<file path="src/rtl/seq_detect_pkg.sv">
// Shared types and default sizes for the serial pattern detector controller.
// Latency: n/a (declarations only).
// Backpressure: n/a.
package seq_detect_pkg;

  localparam int MAXW_DEF = 4;
  localparam int CNTW_DEF = 8;
  localparam int LENW_DEF = 3;

  typedef enum logic [1:0] {
    S_IDLE = 2'd0,
    S_ARM  = 2'd1,
    S_RUN  = 2'd2,
    S_DONE = 2'd3
  } state_t;

endpackage

</file>
<file path="src/rtl/seq_detect_ctrl_if.sv">
// Host/bit-source bundle for seq_detect_ctrl: frame control, serial bits, status.
// Latency: n/a (wiring only).
// Backpressure: none; x_valid qualifies bits, the detector always accepts in RUN.
interface seq_detect_ctrl_if
  import seq_detect_pkg::*;
#(
  parameter int MAXW = MAXW_DEF,
  parameter int CNTW = CNTW_DEF,
  parameter int LENW = LENW_DEF
);
  logic            start;
  logic            abort;
  logic [MAXW-1:0] pattern;
  logic [LENW-1:0] pat_len;
  logic [CNTW-1:0] frame_len;
  logic            x;
  logic            x_valid;
  logic            busy;
  logic            hit;
  logic            done;
  logic            aborted;
  logic [CNTW-1:0] match_count;

  // Host / stimulus side.
  modport master (
    output start, abort, pattern, pat_len, frame_len, x, x_valid,
    input  busy, hit, done, aborted, match_count
  );

  // Detector side.
  modport slave (
    input  start, abort, pattern, pat_len, frame_len, x, x_valid,
    output busy, hit, done, aborted, match_count
  );
endinterface

</file>
<file path="src/rtl/seq_detect_ctrl_pattern_match.sv">
// History shift register with a length-masked compare against the pattern.
// Latency: match is combinational on the incoming bit; history updates next edge.
// Backpressure: none; shifts only when shift_en is high.
module pattern_match
  import seq_detect_pkg::*;
#(
  parameter int MAXW = MAXW_DEF,
  parameter int LENW = LENW_DEF
) (
  input  logic            clk,
  input  logic            rst,
  input  logic            clr,
  input  logic            shift_en,
  input  logic            x,
  input  logic [MAXW-1:0] pattern,
  input  logic [LENW-1:0] eff_len,
  output logic            match,
  output logic            full
);

  logic [MAXW-1:0] history;
  logic [LENW-1:0] fill;
  logic [MAXW-1:0] cand;
  logic [MAXW-1:0] mask;

  // Newest bit enters at the LSB; fill saturates once the register is full.
  always_ff @(posedge clk or negedge rst) begin
    if (!rst) begin
      history <= '0;
      fill    <= '0;
    end else if (clr) begin
      history <= '0;
      fill    <= '0;
    end else if (shift_en) begin
      history <= {history[MAXW-2:0], x};
      if (fill != LENW'(MAXW)) fill <= fill + LENW'(1);
    end
  end

  // Compare only the low eff_len bits of the window that includes the incoming bit.
  always_comb begin
    cand = {history[MAXW-2:0], x};
    mask = '0;
    for (int i = 0; i < MAXW; i++) mask[i] = (i < int'(eff_len));
    match = (((cand ^ pattern) & mask) == '0);
    full  = (fill >= eff_len);
  end

endmodule

</file>
<file path="src/rtl/seq_detect_ctrl.sv">
// Frame sequencer around pattern_match: latch config, clear, count bits and hits.
// Latency: start->first bit 2 cycles; last bit->done 1 cycle; hit is same-cycle.
// Backpressure: none; bits are taken whenever x_valid is high in RUN.
module seq_detect_ctrl
  import seq_detect_pkg::*;
#(
  parameter int MAXW = MAXW_DEF,
  parameter int CNTW = CNTW_DEF,
  parameter int LENW = LENW_DEF
) (
  input  logic              clk,
  input  logic              rst,
  seq_detect_ctrl_if.slave  bus
);

  state_t          state;
  logic [MAXW-1:0] pat_q;
  logic [LENW-1:0] len_q;
  logic [CNTW-1:0] frame_q;
  logic [CNTW-1:0] bits_seen;
  logic [CNTW-1:0] count_q;
  logic            busy_q;
  logic            done_q;
  logic            aborted_q;

  logic [LENW-1:0] eff_len;
  logic            accept;
  logic            match;
  logic            full;
  logic            window_ok;
  logic            hit;
  logic            last_bit;

  // Zero length behaves as a one-bit pattern; anything wider than the register is clamped.
  always_comb begin
    if (len_q == '0)                eff_len = LENW'(1);
    else if (len_q > LENW'(MAXW))   eff_len = LENW'(MAXW);
    else                            eff_len = len_q;
  end

  // A bit is accepted only in RUN, when valid and not pre-empted by abort.
  always_comb begin
    accept    = (state == S_RUN) && bus.x_valid && !bus.abort;
    window_ok = full || ((bits_seen + CNTW'(1)) == CNTW'(eff_len));
    hit       = accept && match && window_ok;
    last_bit  = ((bits_seen + CNTW'(1)) == frame_q);
  end

  pattern_match #(
    .MAXW (MAXW),
    .LENW (LENW)
  ) u_match (
    .clk      (clk),
    .rst      (rst),
    .clr      (state == S_ARM),
    .shift_en (accept),
    .x        (bus.x),
    .pattern  (pat_q),
    .eff_len  (eff_len),
    .match    (match),
    .full     (full)
  );

  // Frame FSM with registered busy/done/aborted and the bit and match counters.
  always_ff @(posedge clk or negedge rst) begin
    if (!rst) begin
      state     <= S_IDLE;
      pat_q     <= '0;
      len_q     <= '0;
      frame_q   <= '0;
      bits_seen <= '0;
      count_q   <= '0;
      busy_q    <= 1'b0;
      done_q    <= 1'b0;
      aborted_q <= 1'b0;
    end else begin
      case (state)
        S_IDLE: begin
          done_q <= 1'b0;
          if (bus.start) begin
            pat_q     <= bus.pattern;
            len_q     <= bus.pat_len;
            frame_q   <= bus.frame_len;
            aborted_q <= 1'b0;
            count_q   <= '0;
            busy_q    <= 1'b1;
            state     <= S_ARM;
          end
        end
        S_ARM: begin
          bits_seen <= '0;
          if (frame_q == '0) begin
            done_q <= 1'b1;
            state  <= S_DONE;
          end else if (bus.abort) begin
            aborted_q <= 1'b1;
            done_q    <= 1'b1;
            state     <= S_DONE;
          end else begin
            state <= S_RUN;
          end
        end
        S_RUN: begin
          if (bus.abort) begin
            aborted_q <= 1'b1;
            done_q    <= 1'b1;
            state     <= S_DONE;
          end else if (bus.x_valid) begin
            bits_seen <= bits_seen + CNTW'(1);
            if (hit && (count_q != '1)) count_q <= count_q + CNTW'(1);
            if (last_bit) begin
              done_q <= 1'b1;
              state  <= S_DONE;
            end
          end
        end
        S_DONE: begin
          done_q <= 1'b0;
          busy_q <= 1'b0;
          state  <= S_IDLE;
        end
        default: begin
          done_q <= 1'b0;
          busy_q <= 1'b0;
          state  <= S_IDLE;
        end
      endcase
    end
  end

  assign bus.busy        = busy_q;
  assign bus.done        = done_q;
  assign bus.aborted     = aborted_q;
  assign bus.match_count = count_q;
  assign bus.hit         = hit;

endmodule

</file>
<file path="src/flat_wrapper.sv">
// flat-port wrapper written by rule: the top's interface ports become plain ports
module seq_detect_ctrl_flat import seq_detect_pkg::*;
#(
  parameter int MAXW = MAXW_DEF,
  parameter int CNTW = CNTW_DEF,
  parameter int LENW = LENW_DEF
)
  (clk, rst, bus_start, bus_abort, bus_pattern, bus_pat_len, bus_frame_len, bus_x, bus_x_valid, bus_busy, bus_hit, bus_done, bus_aborted, bus_match_count);
  seq_detect_ctrl_if #(.MAXW(MAXW), .CNTW(CNTW), .LENW(LENW)) bus_i ();
  input  logic clk;
  input  logic rst;
  input wire logic [$bits(bus_i.start)-1:0] bus_start;
  input wire logic [$bits(bus_i.abort)-1:0] bus_abort;
  input wire logic [$bits(bus_i.pattern)-1:0] bus_pattern;
  input wire logic [$bits(bus_i.pat_len)-1:0] bus_pat_len;
  input wire logic [$bits(bus_i.frame_len)-1:0] bus_frame_len;
  input wire logic [$bits(bus_i.x)-1:0] bus_x;
  input wire logic [$bits(bus_i.x_valid)-1:0] bus_x_valid;
  output wire logic [$bits(bus_i.busy)-1:0] bus_busy;
  output wire logic [$bits(bus_i.hit)-1:0] bus_hit;
  output wire logic [$bits(bus_i.done)-1:0] bus_done;
  output wire logic [$bits(bus_i.aborted)-1:0] bus_aborted;
  output wire logic [$bits(bus_i.match_count)-1:0] bus_match_count;
  assign bus_i.start = bus_start;
  assign bus_i.abort = bus_abort;
  assign bus_i.pattern = bus_pattern;
  assign bus_i.pat_len = bus_pat_len;
  assign bus_i.frame_len = bus_frame_len;
  assign bus_i.x = bus_x;
  assign bus_i.x_valid = bus_x_valid;
  assign bus_busy = bus_i.busy;
  assign bus_hit = bus_i.hit;
  assign bus_done = bus_i.done;
  assign bus_aborted = bus_i.aborted;
  assign bus_match_count = bus_i.match_count;
  seq_detect_ctrl #(.MAXW(MAXW), .CNTW(CNTW), .LENW(LENW)) u_core (.clk(clk), .rst(rst), .bus(bus_i));
endmodule
</file>
<file path="config.mk">
export PLATFORM = sky130hd
export DESIGN_NAME = seq_detect_ctrl_flat
export DESIGN_NICKNAME = d
export VERILOG_FILES = /design/src/rtl/seq_detect_pkg.sv /design/src/rtl/seq_detect_ctrl_if.sv /design/src/rtl/seq_detect_ctrl_pattern_match.sv /design/src/rtl/seq_detect_ctrl.sv /design/src/flat_wrapper.sv
export SDC_FILE = /design/constraint.sdc
export NUM_CORES = 1
export LEC_CHECK = 0
export BUFFER_PORTS_ARGS = -buffer_cell sky130_fd_sc_hd__clkbuf_2
export CAP_MARGIN = 20
export CORE_MARGIN = 2
export CORE_UTILIZATION = 62
export DETAILED_ROUTE_END_ITERATION = 12
export PLACE_DENSITY = 0.86
export SKIP_CTS_REPAIR_TIMING = 1
export SYNTH_ARGS = -nofsm -noshare
export SYNTH_HDL_FRONTEND = slang
export SYNTH_SLANG_ARGS = --single-unit
</file>
<file path="constraint.sdc">
create_clock -name clk -period 4.7 [get_ports clk]
set_input_delay 1.41 -clock clk [delete_from_list [all_inputs] [get_ports clk]]
set_output_delay 1.41 -clock clk [all_outputs]
set_load 0.01 [all_outputs]
</file>
== Word level (Yosys, flattened, before mapping) ==
Cells that the tools add are included.

* Register bits: 42
* Output and inout port bits: 12

* $add $sub $neg: 3
* Bitwise operators: 2
* Multiplexer cells: 34
* Eq/ne operators: 15
* Order comparisons: 6
* Reductions and logical operators: 26

{| class="wikitable"
|+ Operator list
! kind !! number
|-
| $mux W8 || 6
|-
| $pmux W8 S2 || 2
|-
| $mux W3 || 7
|-
| $add A8 B1 Y8 const B || 2
|-
| $reduce_and A3 Y1 || 4
|-
| $mux W1 || 10
|-
| $mux W2 || 5
|-
| $ne A2 B2 Y1 const B || 5
|-
| $reduce_bool A2 Y1 || 5
|-
| $eq A8 B3 Y1 || 1
|-
| $eq A8 B8 Y1 || 1
|-
| $logic_not A8 Y1 || 1
|-
| $ne A8 B8 Y1 const B || 1
|-
| $pmux W2 S4 || 1
|-
| $lt A1 B3 Y1 const A || 2
|-
| $lt A2 B3 Y1 const A || 2
|-
| $ne A3 B2 Y1 const B || 2
|-
| $ne A3 B3 Y1 const B || 2
|-
| $pmux W1 S3 || 2
|-
| $reduce_and A2 Y1 || 3
|-
| $logic_and A1 B1 Y1 || 5
|-
| $reduce_and A5 Y1 || 1
|-
| $and A4 B4 Y4 || 1
|-
| $eq A2 B2 Y1 const B || 2
|-
| 13 further kinds || 13
|}

== Depth between registers and ports, before layout ==
* Depth in word-level cells: 13
* Gate-level depth with buffers: 10
* Gate-level depth less buffers: 10

== Hierarchy ==
From an unflattened synthesis, not the netlist that was laid out.

* Cells, all modules: 265
* Area, all modules: 2640.0 um^2

{| class="wikitable"
|+ By module, submodules not included
! module !! sequential area each (um^2) !! instances !! cells each !! area an instance (um^2)
|-
| seq_detect_ctrl || 900.9 || 1 || 222 || 2207.1
|-
| pattern_match || 150.1 || 1 || 43 || 432.9
|}

== Worst setup path after synthesis ==
Ideal clock, no wire load.

* Path type: input to output
* Start: input bus_abort
* End: output bus_hit
* Data arrival time: 2166 ps
* Stages: 5
* Buffers on the path: 1
* Slack: 1124 ps
* Cells stage by stage: nor2b_1 -> and2_1 -> buf_2 -> o211ai_1 -> nor2b_1

* Longest elaborated chain between the ends: 4

{| class="wikitable"
|+ RTL lines
! element !! RTL line !! source
|-
| from (decl) || flat_wrapper.sv:13 || <nowiki>input wire logic [$bits(bus_i.abort)-1:0] bus_abort;</nowiki>
|-
| $logic_not A1 Y1 || seq_detect_ctrl.sv:43 || <nowiki>accept = (state == S_RUN) && bus.x_valid && !bus.abort;</nowiki>
|-
| $logic_and A1 B1 Y1 || seq_detect_ctrl.sv:43 ||
|-
| $logic_and A1 B1 Y1 (2 in series) || seq_detect_ctrl.sv:45 || <nowiki>hit = accept && match && window_ok;</nowiki>
|-
| to (decl) || flat_wrapper.sv:20 || <nowiki>output wire logic [$bits(bus_i.hit)-1:0] bus_hit;</nowiki>
|}

Every way passes these cells.

== Worst setup path after layout ==
* Start: register u_core.bits_seen[0]
* End: output bus_hit

* Longest elaborated chain between the ends: 4

{| class="wikitable"
|+ RTL lines
! element !! RTL line !! source
|-
| from (decl) || seq_detect_ctrl.sv:20 || <nowiki>logic [CNTW-1:0] bits_seen;</nowiki>
|-
| from (signal assigned) || seq_detect_ctrl.sv:109 || <nowiki>bits_seen <= bits_seen + CNTW'(1);</nowiki>
|-
| $add A8 B1 Y8 || seq_detect_ctrl.sv:44 || <nowiki>window_ok = full || ((bits_seen + CNTW'(1)) == CNTW'(eff_len));</nowiki>
|-
| $eq A8 B3 Y1 || seq_detect_ctrl.sv:44 ||
|-
| $logic_or A1 B1 Y1 || seq_detect_ctrl.sv:44 ||
|-
| $logic_and A1 B1 Y1 || seq_detect_ctrl.sv:45 ||
|}

Every way passes these cells.

==> impl_summary.log <==
INFO  metric outcome = finished, final reports clean
INFO  metric worst_slew_pin_tran = between 0.7 and 0.8 ns
INFO  metric antenna-diode-count = 0
INFO  metric ys_types = between 40 and 50
INFO  metric met3WireLength = 275 um
INFO  metric route.vias.total = roughly 2,000
INFO  metric fin_skew = a little under 0.006 ns
INFO  metric yosys_warnings = 0
INFO  metric replace_congestion = a little over 0.9
INFO  metric layout_worst_path_cycle_share = 91.4%
INFO  metric layout_cells_sized_above_1 = 22.0%
INFO  metric initial_utilization = a little under two thirds
INFO  metric core_region_area = just under 4000 sq um
INFO  metric power_leakage = 0.00128 uW
INFO  metric timing.final.max_slew_violations = 0
INFO  metric drt_iter0_drc = 133
INFO  metric place.port_buffers = 32
INFO  metric ys_seq_area_share = between 40% and 50%
INFO  metric yosysTopAreaCellShare = 42.3%
INFO  metric post-synth-top-count-cell = sky130_fd_sc_hd__dfrtp_1
INFO  metric grt_pass1_wl = between 8 and 9 mm
INFO  metric finalHoldViolCount = 0
INFO  metric drt_drc_violations_left = 0
INFO  metric timing.setup.critical_path_class = flip-flop to primary output
INFO  metric max-clock-path-buffers = 2
INFO  metric clock_tree_from_tritoncts = done
INFO  metric cp_data_required_time = approximately 3.3 ns
INFO  metric min_period = roughly 4.3 ns
INFO  metric clockRootBuffer = sky130_fd_sc_hd__clkbuf_8
INFO  metric synthesis.nets = between 200 and 300
INFO  metric post_synth_inst_count = 258
INFO  metric postSynthRegisterBits = 42
INFO  metric routed_wire_length_per_instance = ~16 um
INFO  metric power_density = approximately 550 nW/um^2
INFO  metric floorplan.die.width = ~67 um
INFO  metric gr-total-overflow = 0
INFO  metric row_count = 23
INFO  metric unrepaired_setup_endpoints_after_global_routing = false
INFO  metric totalPowerFinal = roughly 1500 uW
INFO  metric worstSkewPairLatency = slightly above 0.3 ns
INFO  metric synth-async-reset-ratio = between 90% and 100%
INFO  metric wl_met2 = roughly 2.6 mm
INFO  metric drt_pass1_iterations = 4
INFO  metric clk_pin_slew = 0.09 ns
INFO  metric grt_max_degree = between 40 and 50
INFO  metric htree_num_levels = 2
INFO  metric fin_tns_setup = 0 ns
INFO  metric maxCapViolations = 0
INFO  metric timing.max_slew.rel_slack = approximately half
INFO  metric worst-path-max-fanout = 11
INFO  metric post_drt_via_cell_ratio = a little under 6
INFO  metric postSynthAreaPerCell = about 9.6 sq um
INFO  metric tritoncts.num_buffers = 5
INFO  metric synthDominantAreaCellType = sky130_fd_sc_hd__dfrtp_1
INFO  metric startpoint_type = flip-flop
INFO  metric route.layer.met1.wl = 2.42 mm
INFO  metric synth_common_cells = 42 x sky130_fd_sc_hd__dfrtp_1, 26 x sky130_fd_sc_hd__nand2_1, 21 x sky130_fd_sc_hd__o21ai_0
INFO  metric routed.top_layer = met4
INFO  metric first_global_vias = ~1,800
INFO  metric postPlaceCellArea = between 2000 and 3000 sq um
INFO  metric synth_area = 2480 sq um
INFO  metric synthesis_to_layout_area_growth = 12.5%
INFO  metric count_of_nets_left_with_antenna_violations_after_detail_routing = 0
INFO  metric number_of_antenna_violations_at_the_first_check_in_global_routing = 0
INFO  metric die-height = slightly below 70 um
INFO  metric finalNetCount = about 320
INFO  metric synth-edff-count = 0
INFO  metric postLayoutCellArea = around 2800 sq um
INFO  metric drt-total-wl = between 5 and 6 mm
INFO  metric worst_setup_path_end_kind = primary output
INFO  metric highest_achievable_clock_rate = about 230 MHz
INFO  metric fp.dieArea = around 4500 sq um
INFO  metric clock_sink_count = 42
INFO  metric ys_dominant_reg_cell = sky130_fd_sc_hd__dfrtp_1
INFO  metric cp_data_arrival_time = ~2.9 ns
INFO  metric hold_path_class = flip-flop to flip-flop
INFO  metric yosys-top-cells-area = sky130_fd_sc_hd__dfrtp_1 42%, sky130_fd_sc_hd__mux2_2 7.3%, sky130_fd_sc_hd__ha_1 5.0%, sky130_fd_sc_hd__o21ai_0 4.2%, sky130_fd_sc_hd__xor2_1 4.2%
INFO  metric grt.total_usage = between 20% and 30%
INFO  metric design.portCount = 33
INFO  metric post-dp-hpwl = between 3 and 4 mm
INFO  metric max-vdd-ir-drop = 0.362 mV
INFO  metric setup-violations-final = 0
-- cell usage in the layout, fill, tap and decap left out, types with 2 or more instances in the layout --
cell type / instances
sky130_fd_sc_hd__nand3_1: 9
sky130_fd_sc_hd__nor3_1: 4
sky130_fd_sc_hd__inv_1: 15
sky130_fd_sc_hd__a31oi_1: 6
sky130_fd_sc_hd__nor2b_1: 4
sky130_fd_sc_hd__o31ai_1: 4
sky130_fd_sc_hd__nand2b_1: 3
sky130_fd_sc_hd__xor2_1: 12
sky130_fd_sc_hd__nand2_1: 26
sky130_fd_sc_hd__clkbuf_8: 5
sky130_fd_sc_hd__ha_1: 10
sky130_fd_sc_hd__o21ai_0: 21
sky130_fd_sc_hd__a211oi_1: 2
sky130_fd_sc_hd__o22a_1: 2
sky130_fd_sc_hd__a21oi_1: 17
sky130_fd_sc_hd__or4_1: 3
sky130_fd_sc_hd__clkbuf_2: 32
sky130_fd_sc_hd__clkinvlp_4: 2
sky130_fd_sc_hd__mux2_2: 16
sky130_fd_sc_hd__nor2_1: 12
sky130_fd_sc_hd__o211ai_1: 3
sky130_fd_sc_hd__o22ai_1: 3
sky130_fd_sc_hd__mux2i_1: 5
sky130_fd_sc_hd__and3_1: 4
sky130_fd_sc_hd__or3_1: 2
sky130_fd_sc_hd__xnor2_1: 4
sky130_fd_sc_hd__dfrtp_1: 42
-- path summary, 6_finish.rpt --
check | from | endpoint | slack, ns | cells after the start
min in group asynchronous | rst | u_core.bits_seen[3]$_DFFE_PN0P_ | 1.03 | 1
setup reg to reg | u_core.bits_seen[0]$_DFFE_PN0P_ | u_core.bus.match_count[6]$_DFFE_PN0P_ | 1.69 | 8
max in group asynchronous | rst | u_core.bus.match_count[5]$_DFFE_PN0P_ | 3.19 | 2
setup / recovery | u_core.bits_seen[0]$_DFFE_PN0P_ | bus_hit | 0.40 | 7
hold reg to reg | u_core.bits_seen[7]$_DFFE_PN0P_ | u_core.bits_seen[7]$_DFFE_PN0P_ | 0.52 | 1
hold / removal | u_core.bits_seen[7]$_DFFE_PN0P_ | u_core.bits_seen[7]$_DFFE_PN0P_ | 0.52 | 1
-- per-layer routing --
layer,up-vias,GRT usage (%)
met5,-,0
met4,0,8.42
met3,8,5.17
met2,59,41.0
met1,945,36.6
li1,988,-
-- kinds of logic (layout without fill, tap and decap cells) --
logic type	after synthesis	in the layout	synth area share, %
AND/OR/NAND/NOR	76	76	15.3
adder cells (fa/ha/maj)	11	11	5.44
flip-flops	42	42	42.3
XOR/XNOR	16	16	5.64
AO/OA/AOI/OAI	68	68	17.6
buffers and inverters	24	57	4.43
multiplexers	21	21	9.26
-- registers in the layout, summed over array words and instances (netlist names) --
signal	count
u_core.bits_seen	8
u_core.bus.match_count	8
u_core.bus.done	1
u_core.u_match.fill	3
u_core.bus.aborted	1
u_core.len_q	3
u_core.bus.busy	1
u_core.frame_q	8
u_core.state	2
u_core.u_match.history	3
u_core.pat_q	4
-- report_power, final --
part / leakage, uW / switching, uW / internal [uW]
Combinational: 0.000685 / 347 / 301
Clock: 0.0000504 / 134 / 158
Sequential: 0.000543 / 126 / 467
Total: 0.00128 / 607 / 926
-- area by class of cell --
| type | count | area, sq um |
|---|---|---|
| Inverter | 15 | 56.3 |
| Multi-Input combinational cell | 192 | 1320 |
| Sequential cell | 42 | 1050 |
| Fill cell | 305 | 1120 |
| Tap cell | 50 | 62.6 |
| Clock inverter | 3 | 45.0 |
| Clock buffer | 5 | 68.8 |
| Timing Repair Buffer | 34 | 188 |
-- per-stage QoR --
stage / util, % / std cells / setup slack (ns) / hold slack (ns)
2_1_floorplan: - / 258 / 1.12 / 0.470
3_3_place_gp: 68.0 / 332 / 0.847 / 0.489
3_5_place_dp: 68.0 / 332 / 0.768 / 0.504
4_1_cts: 70.9 / 340 / 0.437 / 0.517
5_1_grt: 71.4 / 341 / 0.244 / 0.555
6_report: 71.4 / 341 / 0.405 / 0.517
-- worst max-delay path, cell delays in order (launching register included) --
cell	delay, ns
sky130_fd_sc_hd__dfrtp_1	0.55
sky130_fd_sc_hd__ha_1	0.31
sky130_fd_sc_hd__and3_1	0.37
sky130_fd_sc_hd__mux2i_1	0.23
sky130_fd_sc_hd__a32oi_1	0.16
sky130_fd_sc_hd__o41ai_4	0.56
sky130_fd_sc_hd__nor2b_1	0.25
sky130_fd_sc_hd__clkbuf_2	0.16
No activity file was read; power rests on OpenSTA's default activity.
